## src/rtl/sec_key_reader.sv

```systemverilog
// Serial security-key reader: issues SEQ_LEN unlock strobes, then NBITS read
// strobes, each followed by one idle cycle, and assembles the returned bits LSB first.
module sec_key_reader #(
  parameter int          SEQ_LEN  = 4,
  parameter int          NBITS    = 16,
  parameter logic [3:0]  READ_NIB = 4'h0
) (
  input  logic                   clk,
  input  logic                   rst,
  input  logic                   start,
  input  logic                   abort,
  input  logic [4*SEQ_LEN-1:0]   unlock_seq,
  input  logic                   sdrd,
  output logic                   bus_sser,
  output logic                   bus_ba13,
  output logic                   bus_ba12,
  output logic [3:0]             bus_ba_lo,
  output logic                   bus_br_w,
  output logic                   busy,
  output logic [NBITS-1:0]       data_out,
  output logic                   data_valid
);

  localparam int UW = (SEQ_LEN > 1) ? $clog2(SEQ_LEN) : 1;
  localparam int RW = (NBITS > 1) ? $clog2(NBITS) : 1;
  localparam logic [UW-1:0] U_LAST = UW'(SEQ_LEN - 1);
  localparam logic [RW-1:0] R_LAST = RW'(NBITS - 1);

  typedef enum logic [2:0] {
    IDLE,
    UNLOCK_STB,
    UNLOCK_GAP,
    READ_STB,
    READ_GAP,
    DONE
  } state_t;

  state_t               r_state;
  state_t               w_nextState;
  logic [UW-1:0]        r_uCnt;
  logic [UW-1:0]        w_nextUCnt;
  logic [RW-1:0]        r_rCnt;
  logic [RW-1:0]        w_nextRCnt;
  logic [4*SEQ_LEN-1:0] r_seq;
  logic [4*SEQ_LEN-1:0] w_nibSrc;
  logic [NBITS-1:0]     r_shift;
  logic                 w_strobe;
  logic                 w_nextBusy;
  logic [3:0]           w_nextNib;

  always_ff @(posedge clk) begin
    if (rst) begin
      r_state <= IDLE;
      r_uCnt  <= '0;
      r_rCnt  <= '0;
    end else begin
      r_state <= w_nextState;
      r_uCnt  <= w_nextUCnt;
      r_rCnt  <= w_nextRCnt;
    end
  end

  always_comb begin
    w_nextState = r_state;
    w_nextUCnt  = r_uCnt;
    w_nextRCnt  = r_rCnt;
    case (r_state)
      IDLE: begin
        if (start && !abort) begin
          w_nextState = UNLOCK_STB;
          w_nextUCnt  = '0;
          w_nextRCnt  = '0;
        end
      end
      UNLOCK_STB: w_nextState = UNLOCK_GAP;
      UNLOCK_GAP: begin
        if (r_uCnt == U_LAST) begin
          w_nextState = READ_STB;
          w_nextUCnt  = '0;
        end else begin
          w_nextState = UNLOCK_STB;
          w_nextUCnt  = r_uCnt + 1'b1;
        end
      end
      READ_STB: w_nextState = READ_GAP;
      READ_GAP: begin
        if (r_rCnt == R_LAST) begin
          w_nextState = DONE;
          w_nextRCnt  = '0;
        end else begin
          w_nextState = READ_STB;
          w_nextRCnt  = r_rCnt + 1'b1;
        end
      end
      DONE:    w_nextState = IDLE;
      default: w_nextState = IDLE;
    endcase

    // Abort drops any busy phase straight back to idle; DONE/IDLE are unaffected.
    if (abort && (r_state != IDLE) && (r_state != DONE)) begin
      w_nextState = IDLE;
      w_nextUCnt  = '0;
      w_nextRCnt  = '0;
    end
  end

  // The first unlock nibble is issued before r_seq is loaded, so take it live.
  always_comb begin
    w_nibSrc   = (r_state == IDLE) ? unlock_seq : r_seq;
    w_strobe   = (w_nextState == UNLOCK_STB) || (w_nextState == READ_STB);
    w_nextBusy = (w_nextState != IDLE) && (w_nextState != DONE);
    w_nextNib  = 4'h0;
    if (w_nextState == UNLOCK_STB) begin
      w_nextNib = w_nibSrc[{w_nextUCnt, 2'b00} +: 4];
    end else if (w_nextState == READ_STB) begin
      w_nextNib = READ_NIB;
    end
  end

  always_ff @(posedge clk) begin
    if (rst) begin
      r_seq      <= '0;
      r_shift    <= '0;
      bus_sser   <= 1'b1;
      bus_ba13   <= 1'b1;
      bus_ba12   <= 1'b0;
      bus_br_w   <= 1'b0;
      bus_ba_lo  <= 4'h0;
      busy       <= 1'b0;
      data_out   <= '0;
      data_valid <= 1'b0;
    end else begin
      if ((r_state == IDLE) && (w_nextState == UNLOCK_STB)) begin
        r_seq <= unlock_seq;
      end
      if ((r_state == READ_STB) && (w_nextState == READ_GAP)) begin
        r_shift <= {sdrd, r_shift[NBITS-1:1]};
      end
      bus_sser   <= !w_strobe;
      bus_ba13   <= !w_strobe;
      bus_ba12   <= w_strobe;
      bus_br_w   <= w_strobe;
      bus_ba_lo  <= w_nextNib;
      busy       <= w_nextBusy;
      data_valid <= (w_nextState == DONE);
      if (w_nextState == DONE) begin
        data_out <= r_shift;
      end
    end
  end

endmodule
```

## config.mk

```make
export PLATFORM = sky130hd
export DESIGN_NAME = sec_key_reader
export DESIGN_NICKNAME = d
export VERILOG_FILES = /design/src/rtl/sec_key_reader.sv
export SDC_FILE = /design/constraint.sdc
export NUM_CORES = 1
export LEC_CHECK = 0
export CAP_MARGIN = 30
export CORE_UTILIZATION = 40
export CTS_BUF_LIST = sky130_fd_sc_hd__clkbuf_8
export DETAILED_ROUTE_END_ITERATION = 10
export PLACE_DENSITY = 0.66
export SYNTH_ARGS = -nofsm -noshare
export SYNTH_HDL_FRONTEND = slang
export SYNTH_SLANG_ARGS = --single-unit
```

## constraint.sdc

```tcl
create_clock -name clk -period 1.85 [get_ports clk]
set_clock_uncertainty 0.1 [all_clocks]
set_input_delay 0.37 -clock clk [delete_from_list [all_inputs] [get_ports clk]]
set_output_delay 0.37 -clock clk [all_outputs]
set_load 0.01 [all_outputs]
```

Yosys cells after proc, flatten, opt, wreduce, memory -nomap -nowiden
Cells that the tools add are included.
W data, S select, Z words.
{ "totals": {"wordCells": 57, "output_inout_bits": 26, "ff_bits": 65} }
{ "classes": {"n_bitwise": 1, "muxes": 13, "reduce_logical": 16, "n_eq_ne": 13, "n_addsub": 2, "n_shift": 1} }
{ "op_table": {"columns": ["cell", "count"], "rows": [
  ["$mux W16", 1],
  ["$shiftx A16 B5 Y4", 1],
  ["$pmux W3 S5", 1],
  ["$eq A3 B2 Y1 const B", 3],
  ["$eq A3 B3 Y1 const B", 3],
  ["$mux W3", 3],
  ["$mux W2", 4],
  ["$mux W4", 2],
  ["$pmux W4 S2", 1],
  ["$eq A3 B1 Y1 const B", 2],
  ["$logic_and A1 B1 Y1", 6],
  ["$ne A3 B3 Y1 const B", 2],
  ["$reduce_bool A3 Y1", 2],
  ["$add A4 B1 Y4 const B", 1],
  ["$eq A4 B4 Y1 const B", 1],
  ["$pmux W2 S2", 1],
  ["$reduce_or A2 Y1", 2],
  ["$logic_not A3 Y1", 1],
  ["$add A2 B1 Y2 const B", 1],
  ["$eq A2 B2 Y1 const B", 1],
  ["$logic_not A1 Y1", 2],
  ["$ne A2 B2 Y1 const B", 1],
  ["$reduce_and A2 Y1", 1],
  ["$reduce_bool A2 Y1", 1],
  ["other kinds (2)", 2]
]} }

Longest topological paths before layout
Gate-level depths: netlist of the first run.
{ "depth": {"word_depth": 8, "mapped_depth": 8} }

Worst setup path before layout of the first run
OpenSTA, ideal clock, no wires.
{ "synth_path": {"path_type": "register -> register", "startpoint": "reg r_uCnt[0]", "endpoint": "reg bus_ba_lo[3]", "slack_ps": -175, "setup_time_ps": 117, "stages_incl_launch_ff": 8, "t_arrival_ps": 1808, "required_time_ps": 1633, "path_buffers": 1, "cell_sequence": "dfxtp_1 > ha_1 > or4b_1 > o21ai_1 > a22o_1 > buf_6 > mux4_1 > a22o_1"} }
{ "synth_between": {"elab_chain_cells": 7} }
{ "synth_lines": {"columns": ["element", "line", "rtl"], "rows": [
  ["start: declaration", "40", "logic [UW-1:0] r_uCnt;"],
  ["start signal: assignment", "58", "r_uCnt <= w_nextUCnt;"],
  ["branches (longest 7 deep; another with $add A2 B1 Y2)", null, null],
  ["end signal: assignment", "143", "bus_ba_lo <= w_nextNib;"],
  ["end: declaration", "17", "output logic [3:0] bus_ba_lo,"]
]} }
Parallel ways; which one is timed is not known.
A chain may end at the register's enable or synchronous reset.

Worst setup path in the final report of the first run
Ends and elaborated chain as after synthesis.

==> results of run 1 <==
## sequential cells by signal, summed over array words and instances, names as in the netlist
| register | flops |
|---|---|
| data_valid | 1 |
| r_uCnt | 2 |
| r_state | 3 |
| busy | 1 |
| bus_br_w | 1 |
| r_rCnt | 4 |
| r_seq | 16 |
| bus_ba_lo | 4 |
| r_shift | 16 |
| bus_ba13 | 1 |
| data_out | 16 |
## cell usage in the layout, fill, tap and decap left out, drive strengths merged, types with 4 or more instances in the layout
master / synthesis / routed
o21ai: 6 / 6
a21oi: 40 / 40
nor3: 7 / 7
a22o: 21 / 21
clkdlybuf4s50: 0 / 45
clkbuf: 8 / 10
dfxtp: 65 / 65
nand3: 4 / 4
buf: 13 / 29
nor2b: 4 / 4
mux2i: 15 / 15
nand2: 73 / 73
nor2: 10 / 10
## critical path, cell delays in order, from the launching register on
cell,delay [ps]
dfxtp_4,360
ha_4,160
or4b_4,480
o21ai_2,80
a22o_4,170
mux4_2,300
a22o_1,210
## timing repair
item | 4_1_cts | 5_1_grt
pin swaps | 1 | 2
buffers inserted | 2 | 2
gates resized for setup | 6 | 10
endpoints found under the setup margin | 5 | 35
## per-layer routing
layer	share of wire	vias up
li1	-	1157
met2	0.46	54
met5	0	-
met1	0.49	1070
met3	0.045	8
met4	0.0093	0
## final cells by class
| class | instances | area [um^2] |
|---|---|---|
| repair buffers | 75 | 731 |
| multi-input cells | 209 | 1330 |
| well taps | 77 | 96.3 |
| inverters | 1 | 3.75 |
| clock inverters | 6 | 83.8 |
| fillers | 575 | 2770 |
| clock buffers | 10 | 138 |
| flip-flops and latches | 65 | 1310 |
## where the power goes
part	internal, W	total [W]	switching [W]
registers	0.00142	0.00144	0.0000138
clock network	0.000788	0.00132	0.000530
logic	0.000136	0.000254	0.000117
## cells in the mapped netlist, types with 3 or more instances
master	instances	share of area
a21oi_1	40	0.074
a22o_1	21	0.068
buf_2	6	0.011
buf_4	3	0.0083
buf_6	4	0.017
clkbuf_1	8	0.011
dfxtp_1	65	0.48
mux2i_1	15	0.055
nand2_1	73	0.10
nand2b_1	3	0.0069
nand3_1	4	0.0074
nand3b_1	3	0.0083
nor2_1	10	0.014
nor2b_1	4	0.0092
nor3_1	5	0.0092
o21ai_0	5	0.0092
## cells by family after synthesis
| kind of cell | count (synthesis) | share of synthesized area |
|---|---|---|
| and+or+nand+nor | 115 | 0.201 |
| AOI/OAI and AO/OA | 72 | 0.174 |
| DFF | 65 | 0.478 |
| buffers and inverters | 22 | 0.0483 |
| muxes | 19 | 0.0869 |
| adders and majority gates | 2 | 0.00919 |
| xor gates and xnor gates | 1 | 0.00322 |
## path summary, 6_finish.rpt
path | end | slack [ps] | cells past startpoint | from
worst max-delay path | bus_ba_lo[3] | -110 | 6 | r_uCnt[0]
worst min-delay path | r_seq[15] | 360 | 2 | r_seq[15]
worst max register to register | bus_ba_lo[3] | -110 | 6 | r_uCnt[0]
worst min register to register | r_seq[15] | 360 | 2 | r_seq[15]
## stage by stage
step	total power [W]	area, um^2	instances	hold slack (ps)
global route	0.00312	3690	443	382
floorplan	0.00160	2720	296	332
global placement	0.00171	3390	423	338
detailed placement	0.00172	3390	423	346
CTS	0.00305	3650	441	356
finish	0.00301	3690	443	357
==> results.tsv, run 1 <==
metric	value	unit
outcome	complete, but fails checks	
failing checks	design-rule violations, negative setup slack	
worst endpoint required time	1980	ps
busiest grt layer	met2	
Post-Synthesis Cells	296	
share of layout cells above drive strength 1	0.183	
via count	2289	
met1 Usage GRT	0.226	
clock sink count	65	
GR met2 Demand/Resource	0.273	
Setup TNS Final	-356	ps
worst setup margin	-112	ps
Max-cap violations	0	
Total Wirelength	5.89	mm
core region area	6460	um^2
critical path peak fanout	5	
total of warnings raised by yosys	0	
min Tclk post-route	1960	ps
post-layout util	0.571	
DP HPWL	4.08	mm
hold_buf cts	0	
CTS tree	done	
Worst-Margin Slew	435	ps
Slew Limit Fails	0	
Syn-to-layout area delta	35.5	%
met3 Use GR	0.0531	
global-route wire length before repair	9.98	mm
area of the mapped netlist	2720	um^2
setup violators final	4	
final hold vios	0	
Clock Latency Late Sink	330	ps
Cell Rows	29	
Avg Inst Size Synth	9.20	um^2
global route overflow	0	
DRT Pass-1 Iters	7	
number of distinct library cells after synthesis	37	
peak supply drop	0.551	mV
via density per instance	5.17	
# port buffers	46	
Pwr Density	815	nW/um^2
H-Tree Depth	3	
initial detailed-routing violation count	84	
Leak	1.42	nW
largest net degree at the start of global routing	39	
Die H	84.5	um
fmax	510	MHz
nets	384	
gr usage total	0.175	
initial antenna violation count	0	
# IOs	47	
Worst Setup End Kind	register	
Reg clk slew, reported paths	70	ps
post-synth net total	319	
CP Class	register to register	
CTS Buf Count	9	
startpoint types	register	
clock buffer depth	2	
GP Congestion	0.815	
pre-CTS setup slack	-653	ps
Starting Density	0.422	
WL per Instance	13.3	um
vias in the first global route	2187	
sequential area share after synthesis	0.478	
Routed Antenna Nets	0	
drc violations	3	
critical path arrival	2090	ps
FFs w/ async S/R, synth	0	
predominant post-synthesis flop cell	dfxtp_1	
Final period util	1.06	
Chip Width	84.5	um
RSZ-0062 raised after global routing	true	
clock root buffer	clkbuf_8	
Post-synth EDFFs	0	
relative slew slack	0.710	
Die Footprint	7140	um^2
post-synthesis register bit count	65	
HP Class	register to register	
Antenna diodes	0	
(Power assumes the default switching activity.)
==> inputs of run 2 (changes only) <==
GPL_TIMING_DRIVEN = 0   (was unset)
HOLD_SLACK_MARGIN = 0.03   (was unset)
==> run 2 against run 1 <==
The run still ends with design-rule violations, negative setup slack left; via count shrank 0.74%; global-route usage shrank 0.078 points; power down 2.5%; setup slack worse by 130 ps; largest power group unchanged; clock power fell by 5%; critical endpoint unchanged; sequential cell count stayed put.
==> results.tsv, run 2 (synthesized netlist as in run 1, its figures left out) <==
metric	value	unit	change
outcome	complete, but fails checks		
failing checks	design-rule violations, negative setup slack		
critical path peak fanout	7		+2
critical path arrival	2230	ps	+140 ps
largest net degree at the start of global routing	13		-67%
commonest cells after routing, fill and taps aside	72 x nand2_1, 63 x dfxtp_1, 45 x clkdlybuf4s50_1		
peak supply drop	0.405	mV	-26%
Syn-to-layout area delta	32.8	%	
Power Internal	0.00221	W	-5.9%
Chip Width	84.5	um	unchanged
clock sink count	65		unchanged
CTS Buf Count	9		unchanged
core region area	6460	um^2	unchanged
Die Footprint	7140	um^2	unchanged
Clock Latency Late Sink	350	ps	+20 ps
# IOs	47		unchanged
clock buffer depth	2		unchanged
Final period util	1.13		+0.0701
crit path cell chain	ha_4 -> or4b_1 -> o21ai_1 -> a22o_1 -> buf_6 -> mux4_2 -> a22o_1		
DRT Pass-1 Iters	7		unchanged
via count	2272		-0.74%
clock root buffer	clkbuf_8		
gr usage total	0.174		-0.000779
Setup TNS Final	-816	ps	-460 ps
via density per instance	5.15		-0.29%
Die H	84.5	um	unchanged
RSZ-0062 raised after global routing	true		
Slew Limit Fails	0		unchanged
Total Wirelength	5.90	mm	about the same
Pwr Density	811	nW/um^2	-0.55%
Largest regs	data_out: 16 flops, r_seq: 16 flops, r_shift: 16 flops		
cell repeated most along the worst path	a22o_1		
most common cell after layout, fill and taps aside	nand2_1		
initial antenna violation count	0		unchanged
Switching Fraction	0.247		+0.0271
initial detailed-routing violation count	101		+20%
vias in the first global route	2055		-6.0%
post-layout instance area	3620	um^2	-2.0%
startpoint types	register		
Reg power frac	0.488		+0.011
final hold vios	0		unchanged
Worst-Margin Slew	441	ps	+5.86 ps
buffers plus inverters on the worst setup path	1		+1
max incr delay on CP	450	ps	-30 ps
clock network power share	0.428		-0.010
Starting Density	0.422		unchanged
Pwr Total	0.00293	W	-2.5%
GP Congestion	0.755		-7.4%
share of layout cells above drive strength 1	0.168		-0.0155
Placement Cell Area	3280	um^2	-3.2%
combinational cell fraction of total power	0.084		about the same
drc violations	6		+3
H-Tree Depth	3		unchanged
nets	382		-0.52%
CTS tree	done		
worst setup margin	-241	ps	-130 ps
WL per Instance	13.4	um	+0.54%
# port buffers	46		unchanged
setup violators final	4		unchanged
Reg clk slew, reported paths	70	ps	about the same
Leak	1.36	nW	-4.5%
global route overflow	0		unchanged
DP HPWL	3.95	mm	-3.3%
Worst Setup End Kind	register		
worst endpoint required time	1990	ps	about the same
Routed Antenna Nets	0		unchanged
HP Class	register to register		
Largest delay share family, worst path	compound AO/OA/AOI/OAI gates		
Max-cap violations	0		unchanged
fmax	478	MHz	-6.2%
Worst path slowest cell	or4b_1		
Antenna diodes	0		unchanged
min Tclk post-route	2090	ps	+130 ps
CP Class	register to register		
relative slew slack	0.706		-0.00391
switching pwr	0.000724	W	+9.5%
Cell Rows	29		unchanged
global-route wire length before repair	9.70	mm	-2.8%
==> run 2: worst register-to-register path, delay by kind of cell (launching register included) <==
kind            cells  cell delay [ps]
buf+inv             1              140
flops               1              370
simple gates        1              450
fa+ha+maj           1              150
mux                 1              300
compound gates      3              470
==> run 2: layer usage <==
layer / up-vias / global-route usage / share of wire
li1: 1149 / - / -
met1: 1060 / 0.245 / 0.50
met2: 54 / 0.254 / 0.45
met3: 9 / 0.0364 / 0.038
met4: 0 / 0.0878 / 0.016
met5: - / 0 / 0
==> run 2: per-stage QoR <==
step / hold WS [ps] / utilization / std cells / worst slack [ps]
after detailed placement: 344 / 0.508 / 419 / -693
after global placement: 338 / 0.508 / 419 / -698
final: 354 / 0.560 / 441 / -241
after floorplan: 332 / - / 296 / -141
after CTS: 354 / 0.556 / 441 / -231
after global routing: 368 / 0.560 / 441 / -316
==> run 2: power groups by stage <==
stage               Sequential, W  Clock, W  Combinational [W]
global placement          0.00146         0           0.000226
CTS                       0.00143   0.00127           0.000247
global route              0.00143   0.00133           0.000269
detailed placement        0.00147         0           0.000229
floorplan                 0.00147         0           0.000130
finish                    0.00143   0.00125           0.000246
==> run 2: final timing paths <==
kind                            depth (start not counted)  slack (ps)  startpoint           end
worst min-delay path                                    2         350   r_seq[10]     r_seq[10]
worst max-delay path                                    7        -240   r_uCnt[1]  bus_ba_lo[3]
worst min register to register                          2         350   r_seq[10]     r_seq[10]
worst max register to register                          7        -240   r_uCnt[1]  bus_ba_lo[3]
==> run 2: layout make-up <==
class / instances / area (um^2)
tap: 77 / 96.3
buffer: 19 / 131
fill: 598 / 2840
sequential: 65 / 1310
clock inverter: 6 / 66.3
timing repair buffer: 54 / 532
inverter: 1 / 3.75
multi-input combinational: 209 / 1340
clock buffer: 10 / 138
==> run 2: timing repair <==
| item | CTS | global route |
|---|---|---|
| resized for setup | 15 | 8 |
| hold buffers | 0 | 0 |
| setup endpoints to repair | 33 | 40 |
| buffers inserted | 6 | 2 |
| pin swaps | 3 | 2 |
==> inputs of run 3 (changes only) <==
CTS_CLUSTER_SIZE = 14   (was unset)
==> results of run 3 <==
The final DEF is identical to that of run 2; final timing and power are the same.
